## config.mk

```make
export PLATFORM = sky130hd
export DESIGN_NAME = kernel_pr_fifo_srl_reg_flat
export DESIGN_NICKNAME = d
export VERILOG_FILES = /design/src/rtl/kernel_pr_fifo_srl_reg_pkg.sv /design/src/rtl/kernel_pr_fifo_srl_reg_if.sv /design/src/rtl/kernel_pr_fifo_srl_store.sv /design/src/rtl/kernel_pr_fifo_srl_reg.sv /design/src/flat_wrapper.sv
export SDC_FILE = /design/constraint.sdc
export NUM_CORES = 1
export LEC_CHECK = 0
export ABC_AREA = 1
export ABC_CLOCK_PERIOD_IN_PS = 52500
export CAP_MARGIN = 0
export CORE_ASPECT_RATIO = 2
export CORE_MARGIN = 2
export CORE_UTILIZATION = 55
export CTS_CLUSTER_SIZE = 25
export DETAILED_ROUTE_END_ITERATION = 7
export GPL_TIMING_DRIVEN = 0
export PLACE_DENSITY = 0.72
export SYNTH_ARGS = -nofsm -noshare
export SYNTH_HDL_FRONTEND = slang
export SYNTH_SLANG_ARGS = --single-unit
```

## constraint.sdc

```tcl
create_clock -name clk -period 52.5 [get_ports clk]
set_clock_uncertainty 0.05 [all_clocks]
set_input_delay 10.5 -clock clk [delete_from_list [all_inputs] [get_ports clk]]
set_output_delay 10.5 -clock clk [all_outputs]
set_load 0.05 [all_outputs]
```

## src/rtl/kernel_pr_fifo_srl_reg_pkg.sv

```systemverilog
// Shared constants and elaboration-time helpers for the kernel_pr stream FIFO.
// Imported by the interface, the SRL store and the top level.
package kernel_pr_fifo_pkg;

    // Ceiling log2, usable in parameter and localparam expressions.
    function automatic int clog2(input int value);
        int result;
        result = 0;
        for (int v = value - 1; v > 0; v = v >> 1) begin
            result++;
        end
        return result;
    endfunction

    // Address width for an SRL of the given length; never collapses to zero bits.
    function automatic int addr_width(input int entries);
        return (entries > 1) ? clog2(entries) : 1;
    endfunction

    function automatic bit params_ok(input int data_width, input int depth,
                                     input int afull_thresh, input int aempty_thresh);
        return (data_width >= 1) && (depth >= 2) &&
               (afull_thresh >= 1) && (afull_thresh <= depth) &&
               (aempty_thresh >= 0) && (aempty_thresh <= depth - 1);
    endfunction

endpackage

```

## src/rtl/kernel_pr_fifo_srl_reg_if.sv

```systemverilog
// Producer/consumer handshake bundle for the kernel_pr stream FIFO.
// The FIFO takes the slave view; whoever feeds and drains it takes the master view.
interface kernel_pr_fifo_srl_reg_if
    import kernel_pr_fifo_pkg::*;
#(
    parameter int DATA_WIDTH = 32,
    parameter int DEPTH      = 32
);
    localparam int CNT_WIDTH = clog2(DEPTH + 1);

    logic [DATA_WIDTH-1:0] if_din;
    logic                  if_write;
    logic                  if_write_ce;
    logic                  if_full_n;
    logic                  if_almost_full_n;
    logic [DATA_WIDTH-1:0] if_dout;
    logic                  if_read;
    logic                  if_read_ce;
    logic                  if_empty_n;
    logic                  if_almost_empty_n;
    logic [CNT_WIDTH-1:0]  if_num_data;

    modport slave (
        input  if_din, if_write, if_write_ce, if_read, if_read_ce,
        output if_full_n, if_almost_full_n, if_dout, if_empty_n,
        if_almost_empty_n, if_num_data
    );

    modport master (
        output if_din, if_write, if_write_ce, if_read, if_read_ce,
        input  if_full_n, if_almost_full_n, if_dout, if_empty_n,
        if_almost_empty_n, if_num_data
    );

endinterface

```

## src/rtl/kernel_pr_fifo_srl_store.sv

```systemverilog
// Plain shift-register storage: shift-in at entry 0 on ce, asynchronous read by address.
// Contents are deliberately not reset so the array maps onto SRL primitives.
module kernel_pr_fifo_srl_store
    import kernel_pr_fifo_pkg::*;
#(
    parameter int WIDTH      = 32,
    parameter int ENTRIES    = 31,
    parameter int ADDR_WIDTH = addr_width(ENTRIES)
) (
    input  logic                  clk,
    input  logic                  ce,
    input  logic [WIDTH-1:0]      shift_in,
    input  logic [ADDR_WIDTH-1:0] rd_addr,
    output logic [WIDTH-1:0]      rd_data
);

    localparam logic [ADDR_WIDTH:0] ENTRIES_W = (ADDR_WIDTH + 1)'(ENTRIES);

    logic [WIDTH-1:0] srl_q [ENTRIES];
    logic [WIDTH-1:0] srl_d [ENTRIES];

    always_comb begin
        srl_d = srl_q;
        if (ce) begin
            srl_d[0] = shift_in;
            for (int i = 1; i < ENTRIES; i++) begin
                srl_d[i] = srl_q[i-1];
            end
        end
    end

    always_ff @(posedge clk) begin
        srl_q <= srl_d;
    end

    // The top never addresses past the last entry; the guard only keeps odd lengths tidy.
    always_comb begin
        rd_data = '0;
        if ({1'b0, rd_addr} < ENTRIES_W) begin
            rd_data = srl_q[rd_addr];
        end
    end

endmodule

```

## src/rtl/kernel_pr_fifo_srl_reg.sv

```systemverilog
// Stream FIFO: SRL storage plus a registered head-of-queue stage, occupancy count and
// registered full/empty/almost flags. if_dout comes straight from a flop.
module kernel_pr_fifo_srl_reg
    import kernel_pr_fifo_pkg::*;
#(
    parameter int DATA_WIDTH    = 32,
    parameter int DEPTH         = 32,
    parameter int AFULL_THRESH  = 28,
    parameter int AEMPTY_THRESH = 2
) (
    input  logic                      clk,
    input  logic                      reset,
    kernel_pr_fifo_srl_reg_if.slave   fifo
);

    localparam int CNT_WIDTH  = clog2(DEPTH + 1);
    localparam int SRL_DEPTH  = DEPTH - 1;
    localparam int ADDR_WIDTH = addr_width(SRL_DEPTH);

    if (!params_ok(DATA_WIDTH, DEPTH, AFULL_THRESH, AEMPTY_THRESH)) begin : g_bad_params
        $error("kernel_pr_fifo_srl_reg: illegal DATA_WIDTH/DEPTH/threshold parameters");
    end

    logic [CNT_WIDTH-1:0]  count_q, count_d;
    logic [DATA_WIDTH-1:0] dout_q, dout_d;
    logic                  empty_n_q, empty_n_d;
    logic                  full_n_q, full_n_d;
    logic                  afull_n_q, afull_n_d;
    logic                  aempty_n_q, aempty_n_d;

    logic                  wr, rd;
    logic                  stage_free, srl_nonempty;
    logic                  load_srl, load_bypass, srl_shift;
    logic [ADDR_WIDTH-1:0] srl_addr;
    logic [DATA_WIDTH-1:0] srl_rd_data;

    // The SRL holds count-1 entries, so its oldest word sits at count-2.
    always_comb begin
        wr           = fifo.if_write & fifo.if_write_ce & full_n_q;
        rd           = fifo.if_read & fifo.if_read_ce & empty_n_q;
        stage_free   = ~empty_n_q | rd;
        srl_nonempty = count_q > CNT_WIDTH'(1);
        load_srl     = stage_free & srl_nonempty;
        load_bypass  = stage_free & ~srl_nonempty & wr;
        srl_shift    = wr & ~load_bypass;
        srl_addr     = srl_nonempty ? ADDR_WIDTH'(count_q - CNT_WIDTH'(2)) : '0;

        count_d    = count_q + CNT_WIDTH'(wr) - CNT_WIDTH'(rd);
        empty_n_d  = count_d != '0;
        full_n_d   = count_d != CNT_WIDTH'(DEPTH);
        afull_n_d  = count_d < CNT_WIDTH'(AFULL_THRESH);
        aempty_n_d = count_d > CNT_WIDTH'(AEMPTY_THRESH);
    end

    always_comb begin
        dout_d = dout_q;
        if (load_srl) begin
            dout_d = srl_rd_data;
        end else if (load_bypass) begin
            dout_d = fifo.if_din;
        end
    end

    kernel_pr_fifo_srl_store #(
        .WIDTH      (DATA_WIDTH),
        .ENTRIES    (SRL_DEPTH),
        .ADDR_WIDTH (ADDR_WIDTH)
    ) u_store (
        .clk      (clk),
        .ce       (srl_shift),
        .shift_in (fifo.if_din),
        .rd_addr  (srl_addr),
        .rd_data  (srl_rd_data)
    );

    always_ff @(posedge clk) begin
        if (reset) begin
            count_q    <= '0;
            dout_q     <= '0;
            empty_n_q  <= 1'b0;
            full_n_q   <= 1'b1;
            afull_n_q  <= 1'b1;
            aempty_n_q <= 1'b0;
        end else begin
            count_q    <= count_d;
            dout_q     <= dout_d;
            empty_n_q  <= empty_n_d;
            full_n_q   <= full_n_d;
            afull_n_q  <= afull_n_d;
            aempty_n_q <= aempty_n_d;
        end
    end

    assign fifo.if_dout           = dout_q;
    assign fifo.if_num_data       = count_q;
    assign fifo.if_empty_n        = empty_n_q;
    assign fifo.if_full_n         = full_n_q;
    assign fifo.if_almost_full_n  = afull_n_q;
    assign fifo.if_almost_empty_n = aempty_n_q;

endmodule

```

## src/flat_wrapper.sv

```systemverilog
// flat-port wrapper written by rule: the top's interface ports become plain ports
module kernel_pr_fifo_srl_reg_flat import kernel_pr_fifo_pkg::*;
#(
    parameter int DATA_WIDTH    = 32,
    parameter int DEPTH         = 32,
    parameter int AFULL_THRESH  = 28,
    parameter int AEMPTY_THRESH = 2
)
  (clk, reset, fifo_if_din, fifo_if_write, fifo_if_write_ce, fifo_if_read, fifo_if_read_ce, fifo_if_full_n, fifo_if_almost_full_n, fifo_if_dout, fifo_if_empty_n, fifo_if_almost_empty_n, fifo_if_num_data);
  kernel_pr_fifo_srl_reg_if #(.DATA_WIDTH(DATA_WIDTH), .DEPTH(DEPTH)) fifo_i ();
  input  logic clk;
  input  logic reset;
  input wire logic [$bits(fifo_i.if_din)-1:0] fifo_if_din;
  input wire logic [$bits(fifo_i.if_write)-1:0] fifo_if_write;
  input wire logic [$bits(fifo_i.if_write_ce)-1:0] fifo_if_write_ce;
  input wire logic [$bits(fifo_i.if_read)-1:0] fifo_if_read;
  input wire logic [$bits(fifo_i.if_read_ce)-1:0] fifo_if_read_ce;
  output wire logic [$bits(fifo_i.if_full_n)-1:0] fifo_if_full_n;
  output wire logic [$bits(fifo_i.if_almost_full_n)-1:0] fifo_if_almost_full_n;
  output wire logic [$bits(fifo_i.if_dout)-1:0] fifo_if_dout;
  output wire logic [$bits(fifo_i.if_empty_n)-1:0] fifo_if_empty_n;
  output wire logic [$bits(fifo_i.if_almost_empty_n)-1:0] fifo_if_almost_empty_n;
  output wire logic [$bits(fifo_i.if_num_data)-1:0] fifo_if_num_data;
  assign fifo_i.if_din = fifo_if_din;
  assign fifo_i.if_write = fifo_if_write;
  assign fifo_i.if_write_ce = fifo_if_write_ce;
  assign fifo_i.if_read = fifo_if_read;
  assign fifo_i.if_read_ce = fifo_if_read_ce;
  assign fifo_if_full_n = fifo_i.if_full_n;
  assign fifo_if_almost_full_n = fifo_i.if_almost_full_n;
  assign fifo_if_dout = fifo_i.if_dout;
  assign fifo_if_empty_n = fifo_i.if_empty_n;
  assign fifo_if_almost_empty_n = fifo_i.if_almost_empty_n;
  assign fifo_if_num_data = fifo_i.if_num_data;
  kernel_pr_fifo_srl_reg #(.DATA_WIDTH(DATA_WIDTH), .DEPTH(DEPTH), .AFULL_THRESH(AFULL_THRESH), .AEMPTY_THRESH(AEMPTY_THRESH)) u_core (.clk(clk), .reset(reset), .fifo(fifo_i));
endmodule
```

==> metrics, run 1 <==
I/O pins=80; core area=0.07873 sq mm; crit end category=flop; vias in the first global route=30625; Post-Syn Area=roughly 0.044 sq mm; Setup TNS Final=0 ns; Post-Synth Simple-Gate Area=20.46%; minimum clock period after layout=roughly 15 ns; Sequential Area=between 0.03 and 0.04 sq mm; # DRC=0; Worst Path Required=52.75 ns; starting density of the core=a little under three fifths; All-Layer GR Usage=around 30%; worst min path class=reg -> reg; final wirelength=122.5 mm; average cell area after synthesis=around 11 sq um; multi-input logic area=around 0.011 sq mm; PostCTS Resize Cnt=0; arrival time at the worst endpoint=about 15 ns; final core utilization=about 62%; Worst Hold Slack=between 0.3 and 0.4 ns; DR WL/cell=between 20 and 25 um; DP Wirelength=a little under 90 mm; CTS Hold Bufs=0; adder-cell share of the synthesized area=less than 1%; largest net degree at the start of global routing=143; full die area=0.08159 sq mm; maxcap violations=0; FMAX=~0.07 GHz; initial antenna violation count=2; wire length of the first global-routing pass=around 180 mm; 1st-pass router iterations=6; Reg clk slew, reported paths=around 0.07 ns; startpoint types=primary input; Layout Cells excl Fill=5199; Area growth, synth to finish=11.71%; FILL cells=6215; fin crit share=around 28%; EDFF count, synth=992; RD Place Congestion=0.9175; clock latency on the worst-skew pair=0.69 ns; Die X=203.0 um; Synth Area in Compound Gates=roughly 3.8%; combinational family with the most area after synthesis=simple AND/OR/NAND/NOR gates; outcome=finished, final reports clean; Synth top area share=roughly 70%; Async S/R FF share, synth=0%; Root Driver=clkbuf_16; number of diodes=0; crit path max fanout=about 140; post-synthesis sequential area ratio=a little over two thirds; CTS tree=done; share of cells above drive strength 1=around 6%; relative slew slack=under 10%; RSZ-0062 raised after global routing=false; Syn Inst Count=roughly 3900; DRT iter0 DRCs=3369; H-Tree Depth=3; crit path kind=in -> reg; Antenna Nets Post-Route=0; mux cell area share after synthesis=0%; Worst Tran Pin Value=roughly 1.5 ns; Unique masters post-synth=32; P_leak=between 15 and 20 nW; I/O Buffers=78; DR vias=between 30000 and 40000; Synth Register Bits=between 1000 and 1500; # setup viols final=0; Final Hold Viols=0; post-CTS setup buffer count=0; top_reg_cell synth=edfxtp_1; Num CTS Buffers=between 80 and 90; die height=between 400 and 500 um; # rows=~150; syn_nets=roughly 4000; area share of xor/xnor cells in the synthesized design=less than 1%; Max clock buf depth=3; TritonCTS sink count=1034; Area contributors post-synth=edfxtp_1, nand3_1, nand2_1, inv_1, dfxtp_1; Nets=just over 4000; yosys synthesis warning count=0; cell area power density=between 60 and 70 mW/mm^2; dpl cells=about 5000; grt ovf=0; Synth area leader=edfxtp_1; maximum VDD drop=around 0.046 mV; Vias per Instance=5.856; Max Transition Viols Final=0
==> stage by stage <==
step | worst slack (ns) | instance area, sq um | total power (W)
after CTS | 38.09 | 48660 | 0.003317
after floorplan | 21.17 | 43560 | 0.002219
after global routing | 37.82 | 48660 | 0.003491
after detailed placement | 37.36 | 45860 | 0.002667
final | 37.99 | 48660 | 0.003334
after global placement | 12.91 | 45630 | 0.002835
==> critical path, cell delays in order <==
cell	delay [ns]
clkdlybuf4s50_1	0.44
a21oi_1	0.71
o21ai_0	0.42
inv_8	0.51
buf_16	0.42
buf_16	0.44
buf_16	0.55
buf_16	0.42
==> state kept, by name, summed over array words and instances, names as in the netlist <==
register                       count
u_core.fifo.if_dout               32
u_core.fifo.if_almost_full_n       1
u_core.fifo.if_num_data            6
u_core.fifo.if_empty_n             1
u_core.u_store.srl_q             992
u_core.fifo.if_almost_empty_n      1
u_core.fifo.if_full_n              1
==> synthesized netlist by cell type (all sizes together) (8+ instances only) <==
master	number
a21boi	31
a21oi	136
buf	142
clkbuf	127
dfxtp	42
edfxtp	992
ha	10
inv	257
nand2	1111
nand3	866
nand3b	8
nor2	78
o2111ai	34
o211ai	32
o21ai	35
==> power breakdown <==
group | switching (W) | internal, W
Sequential | 0.0000727 | 0.00111
Combinational | 0.00112 | 0.000382
Clock | 0.000300 | 0.000353
Total | 0.00149 | 0.00185
==> cell type report <==
class / count / area share, %
clock buffers: 121 / 5.125
repair buffers: 86 / 2.057
clock inverters: 38 / 0.6197
flip-flops and latches: 1034 / 62.95
plain buffers: 269 / 2.471
multi-input cells: 2357 / 22.11
well taps: 1036 / 2.664
inverters: 258 / 2.006
==> final timing paths <==
kind / startpoint / to / slack (ns) / cells past startpoint
max reg2reg: u_core.fifo.if_num_data[3]$_SDFF_PP0_ / u_core.u_store.srl_q[489]$_DFFE_PP_ / 46.78 / 14
min: u_core.u_store.srl_q[928]$_DFFE_PP_ / u_core.u_store.srl_q[896]$_DFFE_PP_ / 0.39 / 0
min reg2reg: u_core.u_store.srl_q[928]$_DFFE_PP_ / u_core.u_store.srl_q[896]$_DFFE_PP_ / 0.39 / 0
max: fifo_if_read / u_core.u_store.srl_q[489]$_DFFE_PP_ / 37.99 / 8
==> per-layer routing <==
metal,up-vias,track usage [%],part of all wire (%)
met1,14696,33.36,35
met2,1448,53.01,52
li1,13969,-,-
met4,2,18.40,6.2
met5,-,0,0.0090
met3,331,5.483,7.5
==> cells in the final DEF, fill, tap and decap left out, types with 3 or more instances in the layout <==
cell type / count
a21boi_0: 31
a21oi_1: 134
buf_1: 35
buf_16: 8
buf_2: 88
buf_4: 16
buf_6: 3
bufinv_16: 4
clkbuf_1: 150
clkbuf_16: 94
clkbuf_8: 4
clkdlybuf4s50_1: 78
clkinv_1: 15
clkinv_2: 15
dfxtp_1: 42
edfxtp_1: 992
ha_1: 10
inv_1: 254
nand2_1: 1108
nand2_2: 3
nand3_1: 865
nand3b_1: 8
nor2_1: 78
o2111ai_1: 34
o211ai_1: 32
o21ai_0: 34
or2_2: 4
xor2_1: 4
==> logic make-up (layout without fill, tap and decap cells) <==
family                     Yosys count  after routing
xor gates and xnor gates             5              5
AOI/OAI and AO/OA                  271            271
DFF                               1034           1034
and+or+nand+nor                   2070           2070
buffers and inverters              527            772
adders and majority gates           11             11
(Power assumes the default switching activity.)
==> inputs of run 2 (changes only) <==
--- a/config.mk
+++ b/config.mk
@@ -6,7 +6,7 @@
 export NUM_CORES = 1
 export LEC_CHECK = 0
 export ABC_AREA = 1
-export ABC_CLOCK_PERIOD_IN_PS = 52500
+export ABC_CLOCK_PERIOD_IN_PS = 14800
 export CAP_MARGIN = 0
 export CORE_ASPECT_RATIO = 2
 export CORE_MARGIN = 2
==> constraint.sdc (replaced) <==
create_clock -name clk -period 14.8 [get_ports clk]
set_clock_uncertainty 0.05 [all_clocks]
set_input_delay 2.96 -clock clk [delete_from_list [all_inputs] [get_ports clk]]
set_output_delay 2.96 -clock clk [all_outputs]
set_load 0.05 [all_outputs]
==> run 2 against run 1 <==
Against the previous run: the flow now finishes with violations (DRC); global-route usage grew 2.3 points; register-to-register slack lost 37 ns; cell area grew 0.87%; total power grew to 3.6 times the previous value; clock power grew to 3.7 times the previous value; non-clock buffer count grew 18; sequential share of layout area shrank 0.54 points; core utilization grew 0.54 points; via count grew 3.2%; first-iteration DRC count grew 31%; combinational power grew to 3.7 times the previous value; critical path type unchanged; largest cell class unchanged; largest power group unchanged.
==> metrics, run 2 (synthesis gave the netlist of run 1 again) <==
Place WS=between 7 and 8 ns; outcome=finished with violations; startpoint types=primary input; Placed Instance Area=between 0.04 and 0.05 sq mm; crit path kind=in -> reg; arrival time at the worst endpoint=6.60 ns; H-Tree Depth=3; Max clock buf depth=3; Die X=between 200 and 250 um; All-Layer GR Usage=32.34%; max reg flops=around 990; Area growth, synth to finish=12.68%; maximum VDD drop=about 0.15 mV; cell area power density=247.3 mW/mm^2; DP Wirelength=94.89 mm; Root Driver=clkbuf_16; total power=0.01214 W; FMAX=0.1591 GHz; Design Area, Final=between 0.04 and 0.05 sq mm; post-route setup slack=8.515 ns; met3 Use GR=~5.9%; I/O pins=80; FF-to-FF Start=u_core.fifo.if_num_data[3]$_SDFF_PP0_; Most flops, register=u_core.u_store.srl_q; Hold Path Depth=0; die height=402.0 um; crit end category=flop; CTS tree=done; relative slew slack=between 10% and 20%; most common cell after layout, fill and taps aside=nand2_1; Worst Tran Pin Value=between 1 and 1.5 ns; fin crit share=between 40 and 50%; Antenna Nets Post-Route=0; crit path max fanout=43; wire length of the first global-routing pass=between 150 and 200 mm; RSZ-0062 raised after global routing=false; GRT met1 Usage=38.31%; Reg clk slew, reported paths=about 0.070 ns; final wirelength=roughly 130 mm; DR WL/cell=25.16 um; # setup viols final=0; R2R cell count=18; 1st-pass router iterations=8; share of cells above drive strength 1=6.641%; I/O Buffers=78; grt ovf=0; Max Transition Viols Final=0; Num CTS Buffers=slightly below 90; Worst Path Required=about 15 ns; # DRC=1; DRT iter0 DRCs=around 4400; largest net degree at the start of global routing=48; Nets=4162; core area=0.07873 sq mm; post-CTS setup buffer count=0; initial antenna violation count=5; r2r endpoint=u_core.u_store.srl_q[195]$_DFFE_PP_; vias in the first global route=between 30000 and 40000; minimum clock period after layout=approximately 6.3 ns; full die area=~0.082 sq mm; global routing's busiest layer=met2; CTS Hold Bufs=0; starting density of the core=55.32%; grt met2 use=between 50% and 60%; hold_sp=u_core.u_store.srl_q[286]$_DFFE_PP_; commonest cells after routing, fill and taps aside=nand2_1, edfxtp_1, nand3_1, inv_1, clkbuf_1; Vias per Instance=around 6.0; RD Place Congestion=about 0.95; maxcap violations=0; worst min path class=reg -> reg; PostCTS Resize Cnt=0; DR vias=~31000; TritonCTS sink count=1034; setup slack, reg-to-reg=9.48 ns; clock latency on the worst-skew pair=around 0.68 ns; failing checks=DRC; # rows=about 150; Final Hold Viols=0; P_leak=roughly 19 nW; Hold Path End=u_core.u_store.srl_q[254]$_DFFE_PP_
## run 2: cell types whose count changed in the layout (fill, tap and decap cells not counted), sizes merged
cell      change
diode         +2
clkinvlp      +1
buf          +18
clkinv        -9
inv           +4
bufinv        +1
clkbuf        +8
## run 2: critical path: stages
cell and delay [ns]:
clkdlybuf4s50_1 0.44, a21oi_2 0.39, o21ai_4 0.10, clkinvlp_4 0.40, buf_12 0.30, buf_12 0.27, buf_12 0.24, buf_12 0.28
buf_12 0.28, buf_12 0.28, buf_12 0.27, buf_12 0.25
## run 2: layout make-up
| cell class | count | area (sq um) |
|---|---|---|
| flip-flops and latches | 1034 | 30630 |
| fillers | 6217 | 29650 |
| diodes | 2 | 5.005 |
| clock buffers | 129 | 2586 |
| clock inverters | 35 | 310.3 |
| inverters | 258 | 972.2 |
| well taps | 1036 | 1296 |
| multi-input cells | 2357 | 10780 |
| repair buffers | 104 | 1301 |
| plain buffers | 269 | 1202 |
## run 2: worst max-delay path by stage
stage                     slack (ns)     startpoint                                  end
after floorplan                -3.74  fifo_if_write    u_core.u_store.srl_q[0]$_DFFE_PP_
after CTS                       8.54   fifo_if_read  u_core.u_store.srl_q[327]$_DFFE_PP_
final                           8.52   fifo_if_read  u_core.u_store.srl_q[195]$_DFFE_PP_
after global placement        -10.30   fifo_if_read  u_core.u_store.srl_q[194]$_DFFE_PP_
after detailed placement        7.84   fifo_if_read  u_core.u_store.srl_q[163]$_DFFE_PP_
after global routing            8.33   fifo_if_read  u_core.u_store.srl_q[197]$_DFFE_PP_
## run 2: layer usage
layer  wire length (um)  vias to the layer above
met5                 22                        -
met1              45400                    15172
met3              11830                      403
met2              62440                     1828
li1                   -                    14023
met4              11760                        4
## run 2: stage by stage
step / hold slack, ns / util, % / setup TNS (ns) / cells
after floorplan: 0.3666 / - / -3712.76 / 3918
after global placement: 0.3722 / 57.99 / - / 5032
after detailed placement: 0.3780 / 58.65 / 0 / 5058
after CTS: 0.3792 / 62.33 / 0 / 5222
after global routing: 0.3887 / 62.33 / 0 / 5222
final: 0.3814 / 62.34 / 0 / 5224
## run 2: where the power goes
part | total, W | switching [W] | leakage (nW) | internal, W
clock | 0.00239 | 0.00108 | 1.42 | 0.00131
combinational | 0.00553 | 0.00413 | 8.14 | 0.00139
sequential | 0.00422 | 0.000286 | 9.56 | 0.00394
total | 0.0121 | 0.00550 | 19.1 | 0.00664
